### src/rtl/uart_tx_arbiter.sv
// uart_tx_arbiter: round-robin arbiter that shares one UART transmitter
// between N_REQ byte requesters. A grant captures the winner's byte and
// raises tx_start for one cycle. The arbiter then follows tx_busy through
// the whole frame before it arbitrates again.
// Optional feature (macro ARB_BURST_EN): a requester keeps the transmitter
// until it sends a byte with req_last=1, or until it drops req.
module uart_tx_arbiter #(
    parameter int N_REQ  = 4,
    parameter int DATA_W = 8,
    parameter int ID_W   = 2
) (
    input  logic                      clk,
    input  logic                      rst,
    input  logic [N_REQ-1:0]          req,
    input  logic [N_REQ*DATA_W-1:0]   req_data,
    input  logic [N_REQ-1:0]          req_last,
    output logic [N_REQ-1:0]          ack,
    output logic [DATA_W-1:0]         tx_data,
    output logic                      tx_start,
    input  logic                      tx_busy,
    output logic [ID_W-1:0]           grant_id,
    output logic                      active
);

    typedef enum logic [1:0] {
        IDLE      = 2'd0,
        START     = 2'd1,
        WAIT_BUSY = 2'd2,
        WAIT_DONE = 2'd3
    } state_t;

    state_t              state, state_next;
    logic [ID_W-1:0]     ptr, ptr_next;
    logic [N_REQ-1:0]    ack_next;
    logic [DATA_W-1:0]   tx_data_next;
    logic                tx_start_next;
    logic [ID_W-1:0]     grant_id_next;
    logic                active_next;

    logic [ID_W-1:0]     scan_idx;
    logic [ID_W-1:0]     rr_winner;
    logic [ID_W-1:0]     winner;
    logic                hold;

    // Index successor with an explicit wrap, so that N_REQ need not be a power of 2.
    function automatic logic [ID_W-1:0] next_idx(input logic [ID_W-1:0] i);
        return (i == ID_W'(N_REQ - 1)) ? '0 : i + 1'b1;
    endfunction

`ifdef ARB_BURST_EN
    // msg_open is set while the granted requester's message is still unfinished.
    logic msg_open, msg_open_next;
    assign hold = msg_open && req[grant_id];
`else
    logic unused_last;
    assign unused_last = ^req_last;
    assign hold        = 1'b0;
`endif

    // Round-robin scan: the first pending requester at or after ptr.
    always_comb begin
        // NOTE: every variable gets a value before any branch; otherwise always_comb infers a latch.
        rr_winner = ptr;
        scan_idx  = ptr;
        for (int k = 0; k < N_REQ; k++) begin
            if (req[scan_idx] && (rr_winner == ptr) && !req[ptr]) begin
                rr_winner = scan_idx;
            end
            scan_idx = next_idx(scan_idx);
        end
    end

    // An open burst keeps the previous requester; otherwise round-robin decides.
    assign winner = hold ? grant_id : rr_winner;

    // Next-state and registered-output logic of the grant FSM.
    always_comb begin
        state_next    = state;
        ptr_next      = ptr;
        ack_next      = '0;
        tx_start_next = 1'b0;
        tx_data_next  = tx_data;
        grant_id_next = grant_id;
`ifdef ARB_BURST_EN
        msg_open_next = msg_open;
`endif
        case (state)
            IDLE: begin
`ifdef ARB_BURST_EN
                if (msg_open && !req[grant_id]) begin
                    msg_open_next = 1'b0;
                end
`endif
                if (!tx_busy && (|req)) begin
                    tx_data_next     = req_data[int'(winner)*DATA_W +: DATA_W];
                    tx_start_next    = 1'b1;
                    ack_next[winner] = 1'b1;
                    grant_id_next    = winner;
                    state_next       = START;
`ifdef ARB_BURST_EN
                    msg_open_next    = !req_last[winner];
`endif
                end
            end
            START: begin
                state_next = WAIT_BUSY;
            end
            WAIT_BUSY: begin
                if (tx_busy) begin
                    state_next = WAIT_DONE;
                end
            end
            WAIT_DONE: begin
                if (!tx_busy) begin
                    state_next = IDLE;
                    // ptr always moves past the last grant. In burst mode an open
                    // message overrides ptr through hold. Dropping req releases it.
                    ptr_next   = next_idx(grant_id);
                end
            end
            default: begin
                state_next = IDLE;
            end
        endcase
        active_next = (state_next != IDLE);
    end

    // State and output registers with synchronous reset.
    always_ff @(posedge clk) begin
        // NOTE: sequential state uses non-blocking assignments, so every register samples pre-edge values.
        if (rst) begin
            state    <= IDLE;
            ptr      <= '0;
            ack      <= '0;
            tx_data  <= '0;
            tx_start <= 1'b0;
            grant_id <= '0;
            active   <= 1'b0;
`ifdef ARB_BURST_EN
            msg_open <= 1'b0;
`endif
        end else begin
            state    <= state_next;
            ptr      <= ptr_next;
            ack      <= ack_next;
            tx_data  <= tx_data_next;
            tx_start <= tx_start_next;
            grant_id <= grant_id_next;
            active   <= active_next;
`ifdef ARB_BURST_EN
            msg_open <= msg_open_next;
`endif
        end
    end

endmodule

### config.mk
export PLATFORM = sky130hd
export DESIGN_NAME = uart_tx_arbiter
export DESIGN_NICKNAME = d
export VERILOG_FILES = /design/src/rtl/uart_tx_arbiter.sv
export SDC_FILE = /design/constraint.sdc
export NUM_CORES = 1
export LEC_CHECK = 0
export ABC_AREA = 1
export CAP_MARGIN = 5
export CORE_AREA = 2 2 65 67
export CTS_CLUSTER_SIZE = 8
export DETAILED_ROUTE_END_ITERATION = 16
export DIE_AREA = 0 0 67 69
export PLACE_DENSITY = 0.76
export SYNTH_ARGS = -nofsm -noshare
export SYNTH_HDL_FRONTEND = slang
export SYNTH_SLANG_ARGS = --single-unit
### constraint.sdc
create_clock -name clk -period 6.15 [get_ports clk]
set_clock_uncertainty 0.15 [all_clocks]
set_input_delay 1.845 -clock clk [delete_from_list [all_inputs] [get_ports clk]]
set_output_delay 1.845 -clock clk [all_outputs]
set_load 0.005 [all_outputs]
[Word level (Yosys, flattened, before mapping)]
Index checks and enable logic that the tools add are counted.
Operators by class
  order comparisons: 6
  multiplexer cells: 22
  $add $sub $neg: 4
  reductions and logical operators: 16
  bitwise gates (word level): 3
  shift-type cells: 1
  equal/unequal tests: 9
Operator list (count)
  32-bit by 6-bit variable part select with 8-bit output: 1
  2-bit 2-to-1 mux: 10
  2-bit by 3-bit less-than comparator with 1-bit output (second input constant): 5
  2-bit == test (second input constant): 6
  2-bit by 1-bit adder with 2-bit output (second input constant): 4
  1-bit binary-select mux with 2-bit select: 4
  2-bit case mux with 4 select lines: 1
  1-bit logical AND: 7
  1-bit 2-to-1 mux: 6
  2-bit == test: 2
  2-bit AND reduction: 2
  4-bit OR reduction: 1
  1-bit inverter: 3
  3-bit OR reduction: 1
  1-bit demux with 2-bit select: 1
  2-bit by 1-bit == test with 1-bit output (second input constant): 1
  2-bit by 1-bit >= comparator with 1-bit output (second input constant): 1
  1-bit zero test: 2
  2-bit zero test: 1
  2-bit nonzero test: 1
  2-bit OR reduction: 1
Word-level totals
  logic and storage cells: 68
  bits in registers: 20
  output and inout bits: 16

[Depth between registers and ports, before layout]
  depth after elaboration: 18
  mapped depth: 18

[Worst setup path before layout]
No wires, ideal clock.
  path type: input-to-reg
  start: input req[3]
  end: register tx_data[2]
  arrival: 3.320 ns
  stages: 15
  setup slack: 2.563 ns
  setup time: 0.117 ns
  path through: nand2_1 > nand3_1 > nand2_4 > nand3_2 > nor2_4 > nand4_2 > a21oi_4 > nand3_2 > nand2_1 > nand2_2 > buf_6 > nand3_1 > nand2_1 > nor2_1 > nor2_1
On the way
  word-level cells in the longest chain between the ends: 14
  elaborated cells on any way between the ends: 23
  those cells by class: eq/ne: 2; shift: 1; mux: 11; reduce/logical: 9
RTL lines
  start: declaration: line 14  | input logic [N_REQ-1:0] req,
  1-bit binary-select mux with 2-bit select: line 66  | if (req[scan_idx] && (rr_winner == ptr) && !req[ptr]) begin
  1-bit 2-to-1 mux (implied by the code): line 66
  1-bit zero test: line 66
  1-bit logical AND: line 66
  2-bit 2-to-1 mux: line 66
  2-bit == test: line 66
  1-bit logical AND (2 in a row): line 66
  2-bit 2-to-1 mux: line 66
  2-bit == test: line 66
  1-bit logical AND (2 in a row): line 66
  2-bit 2-to-1 mux: line 66
  32-bit by 6-bit variable part select with 8-bit output: line 95  | tx_data_next = req_data[int'(winner)*DATA_W +: DATA_W];
  end signal: assignment: line 146  | tx_data <= tx_data_next;
  end: declaration: line 18  | output logic [DATA_W-1:0] tx_data,
Parallel ways exist; a longest one is shown, timed or not. The select of a mux whose other input is x is not followed.
A chain may end at the register's enable or synchronous reset.

[Worst setup path in the final report]
  start: input req[2]
  end: register tx_data[6]
Same word-level chain as after synthesis.

==> summary.md <==
| Metric | Value |
|---|---|
| Critical path start-end classification | `in -> reg` |
| Worst path slowest cell | `sky130_fd_sc_hd__clkdlybuf4s50_1` |
| Fraction of layout cells with a size suffix above 1 | `10.58%` |
| Via count of the first global-routing pass | `1549` |
| Static leakage power | `0.0009017 uW` |
| CTS tree | `done` |
| Std-Cell Core Area | `3914 um^2` |
| Y dimension of the die | `69 um` |
| Kind of launch point of the worst setup path | `input pin` |
| # setup viols final | `0` |
| Residual DRC count | `0` |
| Unrepaired setup endpoints after global routing | `false` |
| Max-Slew Margin vs Limit | `62.71%` |
| Starting density of the core | `37.34%` |
| Level count of the clock H-tree | `1` |
| Number of violations of the max-capacitance limit | `0` |
| Via density per instance | `5.117` |
| I/O pin total | `59` |
| Growth of design area from synthesis to finish | `41.52%` |
| Measured slew at the worst slew-check pin | `0.5587 ns` |
| Number of antenna violations at the first check in global routing | `0` |
| Average cell area after synthesis | `6.524 um^2` |
| Number of max-slew violations in the final report | `0` |
| Ant. Diodes | `0` |
| Final worst path period share | `66.19%` |
| Clock buffer count from CTS | `3` |
| Outcome | `complete, no violations` |
| Final core utilization | `52.85%` |
| Clock input transition at the sequential cells of the worst setup and hold paths | `0.08 ns` |
| First drt pass iteration count | `4` |
| Overall track demand over capacity in global routing | `16.80%` |
| Syn_nets | `269` |
| Count of vias placed by the detailed router | `1658` |
| Type of the most critical hold path | `reg -> reg` |
| Cell-by-cell trace of the critical path | `clkdlybuf4s50_1, inv_1, nand2_1, nand2_1, nor2_1, nand4_2, inv_2, o21ai_2, nand2_1, nand2_1, o21ai_1, nand2_2, nand3_1, nand2_1, nor2_1, nor2_1` |
| Worst EP required | `6.16 ns` |
| Setup TNS | `0 ns` |
| Final weighted congestion of routability-driven global placement | `0.8340` |
| Number of distinct standard cells referenced by the synthesized netlist | `25` |
| Port Buffer Count | `54` |
| Time the final worst path needs with I/O delays and setup | `4.071 ns` |
| Sum of routed wire length over all layers | `3738 um` |
| Standard-cell row count | `23` |
| Area of the die | `4623 um^2` |
| Clock buffer depth | `2` |
| CP endpoint kind | `flip-flop` |
| Maximum number of pins on one net before global-route repair | `22` |
| Post-CTS Repair Setup Buffers | `0` |
| Drt initial violations | `66` |
| Max frequency | `245.7 MHz` |
| Cell area after synthesis | `1461 um^2` |
| Number of cells in the finished layout apart from fillers | `324` |
| Die boundary width | `67 um` |
| Post-cts gate resize count | `0` |
| Share of the yosys chip area belonging to registers | `27.40%` |
| Syn Inst Count | `224` |
| #FFs+latches synth | `20` |
| Global-route wire length before repair | `6313 um` |
| Routed WL per cell | `11.54 um` |
| Estimated wirelength of the detail-placed design | `2914 um` |
| Maximum fanout along the worst path | `19` |
| Number of hold-slack violations in the final timing report | `0` |
| Leading cell type in the layout, fill and taps excluded | `sky130_fd_sc_hd__clkdlybuf4s50_1` |
| Number of nets at the end of the flow | `320` |
| Peak VDD IR | `0.1551 mV` |
| Power density over cell area | `213.9 nW/um^2` |
| Most prevalent standard cell on the critical path | `sky130_fd_sc_hd__nand2_1` |
| Clock insertion delay at the later pin of the skew report | `0.26 ns` |
| Commonest cells after routing, fill and taps aside | `sky130_fd_sc_hd__clkdlybuf4s50_1, sky130_fd_sc_hd__nand2_1, sky130_fd_sc_hd__nand3_1` |
| Number of nets with antenna violations after detailed routing | `0` |
| Delay contributed by the slowest stage of the critical path | `0.50 ns` |
| Cell at the root of the clock tree | `sky130_fd_sc_hd__clkbuf_8` |
| Cell count after placement | `320` |
| CTS sink count | `20` |
| Yosys warnings | `0` |
| Number of hold buffers added after CTS | `0` |
| Grt ovf | `0` |
| Arrival @ worst endpoint | `4.08 ns` |
synthesized netlist by cell type:
| cell | number | area [um^2] |
|---|---|---|
| sky130_fd_sc_hd__nand2_1 | 48 | 180.2 |
| sky130_fd_sc_hd__nand3_1 | 46 | 230.2 |
| sky130_fd_sc_hd__nor2_1 | 25 | 93.84 |
| sky130_fd_sc_hd__dfxtp_1 | 20 | 400.4 |
| sky130_fd_sc_hd__inv_1 | 17 | 63.81 |
| sky130_fd_sc_hd__o21ai_0 | 10 | 50.05 |
| sky130_fd_sc_hd__nand3_2 | 8 | 80.08 |
| sky130_fd_sc_hd__inv_2 | 6 | 22.52 |
| sky130_fd_sc_hd__nand4_1 | 6 | 37.54 |
| sky130_fd_sc_hd__buf_6 | 5 | 56.30 |
| sky130_fd_sc_hd__nand2_2 | 4 | 25.02 |
| sky130_fd_sc_hd__nor3_1 | 4 | 20.02 |
| sky130_fd_sc_hd__o21ai_1 | 4 | 20.02 |
| sky130_fd_sc_hd__clkbuf_1 | 3 | 11.26 |
| sky130_fd_sc_hd__o211ai_1 | 3 | 22.52 |
| sky130_fd_sc_hd__a21oi_1 | 2 | 10.01 |
| sky130_fd_sc_hd__ha_1 | 2 | 25.02 |
| sky130_fd_sc_hd__nand4_2 | 2 | 25.02 |
| sky130_fd_sc_hd__nor2_4 | 2 | 22.52 |
| sky130_fd_sc_hd__o22ai_1 | 2 | 12.51 |
| sky130_fd_sc_hd__a21oi_4 | 1 | 16.27 |
| sky130_fd_sc_hd__a41oi_1 | 1 | 8.760 |
| sky130_fd_sc_hd__nand2_4 | 1 | 11.26 |
| sky130_fd_sc_hd__o21ai_2 | 1 | 8.760 |
| sky130_fd_sc_hd__o21bai_1 | 1 | 7.510 |
sequential cells by signal (all words and copies together), names as in the netlist:
| register | flops |
|---|---|
| ack | 4 |
| tx_start | 1 |
| tx_data | 8 |
| ptr | 2 |
| grant_id | 2 |
| state | 2 |
| active | 1 |
layout make-up:
class	instances	area [um^2]
inverters	23	86.33
repair buffers	54	540.5
clock buffers	3	41.29
clock inverters	1	30.03
multi-input cells	173	907.1
fillers	407	1846
flip-flops and latches	20	400.4
well taps	50	62.56
critical path: cells and delay by family:
family	cells	cell delay (ns)
buffers and inverters	3	0.65
AOI/OAI and AO/OA	2	0.25
and+or+nand+nor	11	1.30
routing by layer:
metal	routed length (um)	GRT usage [%]	part of all wire [%]
met1	1586	19.76	42
met2	1915	29.59	51
met5	0	0	0
met3	200	4.078	5.4
met4	36	4.535	0.96
power breakdown:
group	total [uW]	internal [uW]	switching, uW
sequential	149	142	7.10
combinational	162	74.1	87.5
clock	132	86.9	44.7
logic make-up after synthesis:
logic type               Yosys count  share of synthesized area [%]
flip-flops                        20                          27.40
AO/OA/AOI/OAI                     25                          10.70
buffers and inverters             31                          10.53
AND/OR/NAND/NOR                  146                          49.66
adder cells (fa/ha/maj)            2                          1.712
stage by stage:
step | area [um^2] | hold slack, ns | setup WS, ns | power, uW
final | 2068 | 0.3705 | 2.079 | 442.5
after global routing | 2068 | 0.4225 | 1.852 | 469.7
after CTS | 2068 | 0.3761 | 2.054 | 445.8
after detailed placement | 1997 | 0.3571 | 1.812 | 314.6
after global placement | 1997 | 0.3484 | 1.883 | 311.8
after floorplan | 1461 | 0.3283 | 2.563 | 258.6
worst paths after layout:
path | from | endpoint | slack [ns] | cells past startpoint
min reg2reg | state[0] | state[1] | 0.37 | 2
max | req[2] | tx_data[6] | 2.08 | 16
max reg2reg | ptr[0] | tx_data[6] | 3.07 | 15
min | state[0] | state[1] | 0.37 | 2
Note: power is estimated with default switching activity, not from simulation.
==> patch 1: new RTL, config.mk and constraints unchanged <==
The option `ARB_BURST_EN` is turned on by a define.
--- a/src/rtl/uart_tx_arbiter.sv
+++ b/src/rtl/uart_tx_arbiter.sv
@@ -5,4 +5,6 @@
 // Optional feature (macro ARB_BURST_EN): a requester keeps the transmitter
 // until it sends a byte with req_last=1, or until it drops req.
+`define ARB_BURST_EN
+
 module uart_tx_arbiter #(
     parameter int N_REQ  = 4,
Check against the original RTL: not equivalent (a bounded check fails within 10 cycles, from zero or initial values and one cycle with rst high).
==> patch 1 against the unedited design <==
- worst setup slack lost 0.092 ns
- critical path depth grew 3
- hold slack improved by 0.015 ns
- synthesized cell count grew 6.7%
- wire length is 3.1% higher
- die area did not move
- total power is 0.70% higher
- sequential cell count up 1
- via count increased by 1.9%
- register-to-register slack worse by 0.10 ns
- non-clock buffer count is 4 higher
- area after synthesis grew 3.3%
- global-route usage rose by 1.0 points
- final area increased by 5.1%
- critical endpoint is now msg_open$_SDFFE_PP0P_
- highest routed layer unchanged
==> patch 1: results (changes against the unedited design) <==
The met3 layer usage reported by global route was 0.04894 (+0.008157); the clock buffer count in the final layout was 4 (+1). The number of DRC markers after the initial detailed-route iteration is 74 (+12%), and the mean area per synthesized cell is 6.319 µm² (-3.1%). The number of fillers in the final layout was 420 (+3.2%); the placement-stage cell area was 2128 µm² (+6.6%).

From synthesis to final layout, the design area changed by 43.91%. Worst ir drop on vdd: 0.1091 mV (-30%). The number of ordinary inverters in the final layout works out to 25 (+8.7%). The number of non-clock buffers in the layout is 58 (+7.4%).

In the post-synthesis netlist, the biggest area contributors are sky130_fd_sc_hd__dfxtp_1 28%, sky130_fd_sc_hd__nand2_1 19%, sky130_fd_sc_hd__nor2_1 8.0%. The peak fanout along the critical path was 9 (-10). The count of different cell masters after synthesis was 32 (+28%); the met1 capacity usage during global routing was 0.2245 (+0.02689). Number of nets in the layout: 343 (+7.2%).

The run gives 4.16 ns (+0.08 ns) as the arrival time at the worst endpoint. The run finished with clean final reports. The met1 wire length was 1642 µm (+3.5%). The run gives 3116 µm (+6.9%) as the detailed placer's ending HPWL. The run gives 0.2981 (+0.002200) as the global routing met2 resource utilization. The remaining max-slew budget at the tightest pin is 0.5906 (-0.03655), and the average routed wire per standard cell is 11.11 µm (-3.7%). The commonest cells after synthesis are 75 x sky130_fd_sc_hd__nand2_1, 32 x sky130_fd_sc_hd__nor2_1, 21 x sky130_fd_sc_hd__dfxtp_1. The count of multi-input gates is 189 (+9.2%). The run gives 347 (+7.1%) as the count of non-filler cells in the finished layout.

The met2 layer wire length in the routed design was 1865 µm (-2.6%). For the setup slack after placement, the log shows 1.718 ns (-0.09454 ns). The depth of the worst register-to-register path was 19 (+4); the number of flip-flops and latches was 21 (+5.0%). The share of the final layout cell area in multi-input gates was 0.4444 (+0.005848). The run gives 24 (+9.1%) as the maximum number of pins on one net before global-route repair. The run gives 0.9575 nW (+6.2%) as the leakage power total.

The buffering overhead came out at 0.2671 (+0.005785). The count of input and output buffers is 58 (+7.4%). The via count of the first global-routing pass was 1524 (-1.6%); the net count after synthesis was 284 (+5.6%).

Global-route wire length before repair: 6665 µm (+5.6%). Weighted congestion reported at the end of routability-driven placement: 0.8621 (+3.4%).
patch 1: final timing paths:
check	from	end	slack, ns
setup / recovery	req[1]	msg_open$_SDFFE_PP0P_	1.99
hold / removal	state[0]$_SDFF_PP0_	state[1]$_SDFF_PP0_	0.39
setup reg to reg	ptr[0]$_SDFFE_PP0P_	msg_open$_SDFFE_PP0P_	2.97
hold reg to reg	state[0]$_SDFF_PP0_	state[1]$_SDFF_PP0_	0.39
patch 1: kinds of logic (layout without fill, tap and decap cells):
logic type                 Yosys count  after routing  share of synthesized area
DFF                                 21             21                     0.2784
adders and majority gates            2              2                    0.01657
and+or+nand+nor                    154            154                     0.4979
AOI/OAI and AO/OA                   33             33                     0.1251
buffers and inverters               29             87                    0.08202
patch 1: power by group through the flow:
stage,clock [mW],sequential (mW),combinational (mW)
after floorplan,0,0.161,0.123
after global placement,0,0.163,0.195
after detailed placement,0,0.163,0.198
after CTS,0.0905,0.160,0.198
after global routing,0.0971,0.162,0.219
final,0.0895,0.159,0.197
==> patch 2: new RTL, same flow settings <==
Made on the original files. `tx_data` no longer has a reset.
--- a/src/rtl/uart_tx_arbiter.sv
+++ b/src/rtl/uart_tx_arbiter.sv
@@ -133,5 +133,4 @@
             ptr      <= '0;
             ack      <= '0;
-            tx_data  <= '0;
             tx_start <= 1'b0;
             grant_id <= '0;
@@ -144,5 +143,4 @@
             ptr      <= ptr_next;
             ack      <= ack_next;
-            tx_data  <= tx_data_next;
             tx_start <= tx_start_next;
             grant_id <= grant_id_next;
@@ -154,4 +152,8 @@
     end
 
+    always_ff @(posedge clk) begin
+        tx_data <= tx_data_next;
+    end
+
 endmodule
 
Check against the original RTL: not equivalent (a bounded check fails within 4 cycles, from zero or initial values and one cycle with rst high).
==> patch 2 against the unedited design <==
- wire length down 6.5%
- largest cell class unchanged
- sequential cell count unchanged
- worst setup slack worse by 0.28 ns
- count of clock-buffer cells in the layout unchanged
- final area up 2.9%
- sequential power up 10%
- total power up 5.1%
- area after synthesis up 2.7%
==> patch 2: results (changes against the unedited design) <==
The delay of the slowest critical-path stage is 0.53 ns (+0.03 ns), and the wire length reported by the detailed router is 3494 µm (-6.5%). The share of the synthesized area in compound gates (AO/OA/AOI/OAI) is 0.06172 (-0.04530), and the count of different cell masters after synthesis is 29 (+16%). Arrival time at the worst endpoint: 4.21 ns (+0.13 ns). Placement-stage cell area: 2057 µm² (+3.0%). The share of post-route cells with drive strength above 1 came out at 0.1181 (+0.01224). The commonest cells after synthesis are 78 x sky130_fd_sc_hd__nand2_1, 30 x sky130_fd_sc_hd__nand3_1, 19 x sky130_fd_sc_hd__inv_1.

Yosys attributes the largest share of cell area to sky130_fd_sc_hd__nand2_1 20%, sky130_fd_sc_hd__dfxtp_1 16%, sky130_fd_sc_hd__edfxtp_1 16%. The number of DRC markers after the initial detailed-route iteration is 75 (+14%). CTS clock-pin slew for the worst setup and hold paths: 0.08 ns (about the same).

The post-synthesis async set-or-reset flop share is 0 (unchanged). The path class of the lowest-slack min-delay path was flop to flop. The net count after synthesis is 263 (-2.2%), and the global-route wire length before repair is 6078 µm (-3.7%).

The clock share of power was 0.279 (-0.018). The peak fanout along the critical path works out to 12 (-7). For hold timing, the worst endpoint is state[1]$_SDFF_PP0_. The endpoint identified for the worst register-to-register timing path is tx_data[5]$_DFFE_PP_. The logs give 0.6211 (-0.006078) for the remaining max-slew budget at the tightest pin and 0 (unchanged) for the number of hold violations in the final report. The reported net switching power was 141.3 µW (+1.5%); the synthesized-area fraction occupied by adder cells was 0.01668 (-0.0004427). The via count of the first global-routing pass was 1385 (-11%); the leakage power total was 0.9953 nW (+10%). The weighted congestion reported at the end of routability-driven placement is 0.8331 (-0.11%). Global-route usage over all layers: 0.1636 (-0.004457). The tools report the worst ir drop on vdd as 0.08725 mV (-44%). The tools report the number of fillers in the final layout as 404 (-0.74%).

The cell at the slowest stage of the critical path was sky130_fd_sc_hd__clkdlybuf4s50_1. The count of flip-flops with a built-in enable after synthesis is 8 (+8), and the number of nets in the layout is 317 (-0.94%). The antenna diode count was 0 (unchanged).

The detailed placer's ending HPWL was 2819 µm (-3.3%); the reg2reg setup slack was 2.76 ns (-0.31 ns). The run finished with clean final reports. Part of the power in registers: 0.353 (+0.015). The total via count after detailed routing is 1507 (-9.1%), and the maximum number of pins on one net before global-route repair is 18 (-18%). The post-synthesis sequential area ratio is 0.3203 (+0.04629).
==> patch 2: cell count changes in the layout (fill, tap and decap cells not counted), moves of 8 or more <==
| cell | change |
|---|---|
| sky130_fd_sc_hd__edfxtp_1 | +8 |
| sky130_fd_sc_hd__nand2_1 | +30 |
| sky130_fd_sc_hd__dfxtp_1 | -8 |
| sky130_fd_sc_hd__nand3_1 | -16 |
| sky130_fd_sc_hd__nor2_1 | -9 |
==> patch 2: cell type report <==
type / instances / area [µm²] / share of cell area
Multi-Input combinational cell: 169 / 878.3 / 0.4127
Timing Repair Buffer: 54 / 540.5 / 0.2540
Sequential cell: 20 / 480.5 / 0.2257
Inverter: 24 / 95.09 / 0.04468
Tap cell: 50 / 62.56 / 0.02939
Clock buffer: 3 / 41.29 / 0.01940
Clock inverter: 1 / 30.03 / 0.01411
==> patch 2: metrics by stage <==
stage               instances  power, mW  worst slack, ns    util  hold WS [ns]
floorplan                 218     0.2741            2.517       -        0.3271
global placement          317     0.3352            1.558  0.5256        0.3478
detailed placement        317     0.3389            1.513  0.5256        0.3720
CTS                       321     0.4680            1.781  0.5438        0.3941
global route              321     0.4959            1.443  0.5438        0.4185
finish                    321     0.4652            1.802  0.5438        0.3810
==> patch 2: per-layer routing <==
layer | up-vias | track usage | routed length [µm]
li1 | 816 | - | -
met1 | 658 | 0.2279 | 1647
met2 | 31 | 0.2662 | 1718
met3 | 2 | 0.01305 | 105
met4 | 0 | 0.04762 | 23
met5 | - | 0 | 0
==> patch 2: cell families after synthesis <==
group / after synthesis
flip-flops: 20
AO/OA/AOI/OAI: 16
adder cells (fa/ha/maj): 2
buffers and inverters: 29
AND/OR/NAND/NOR: 151
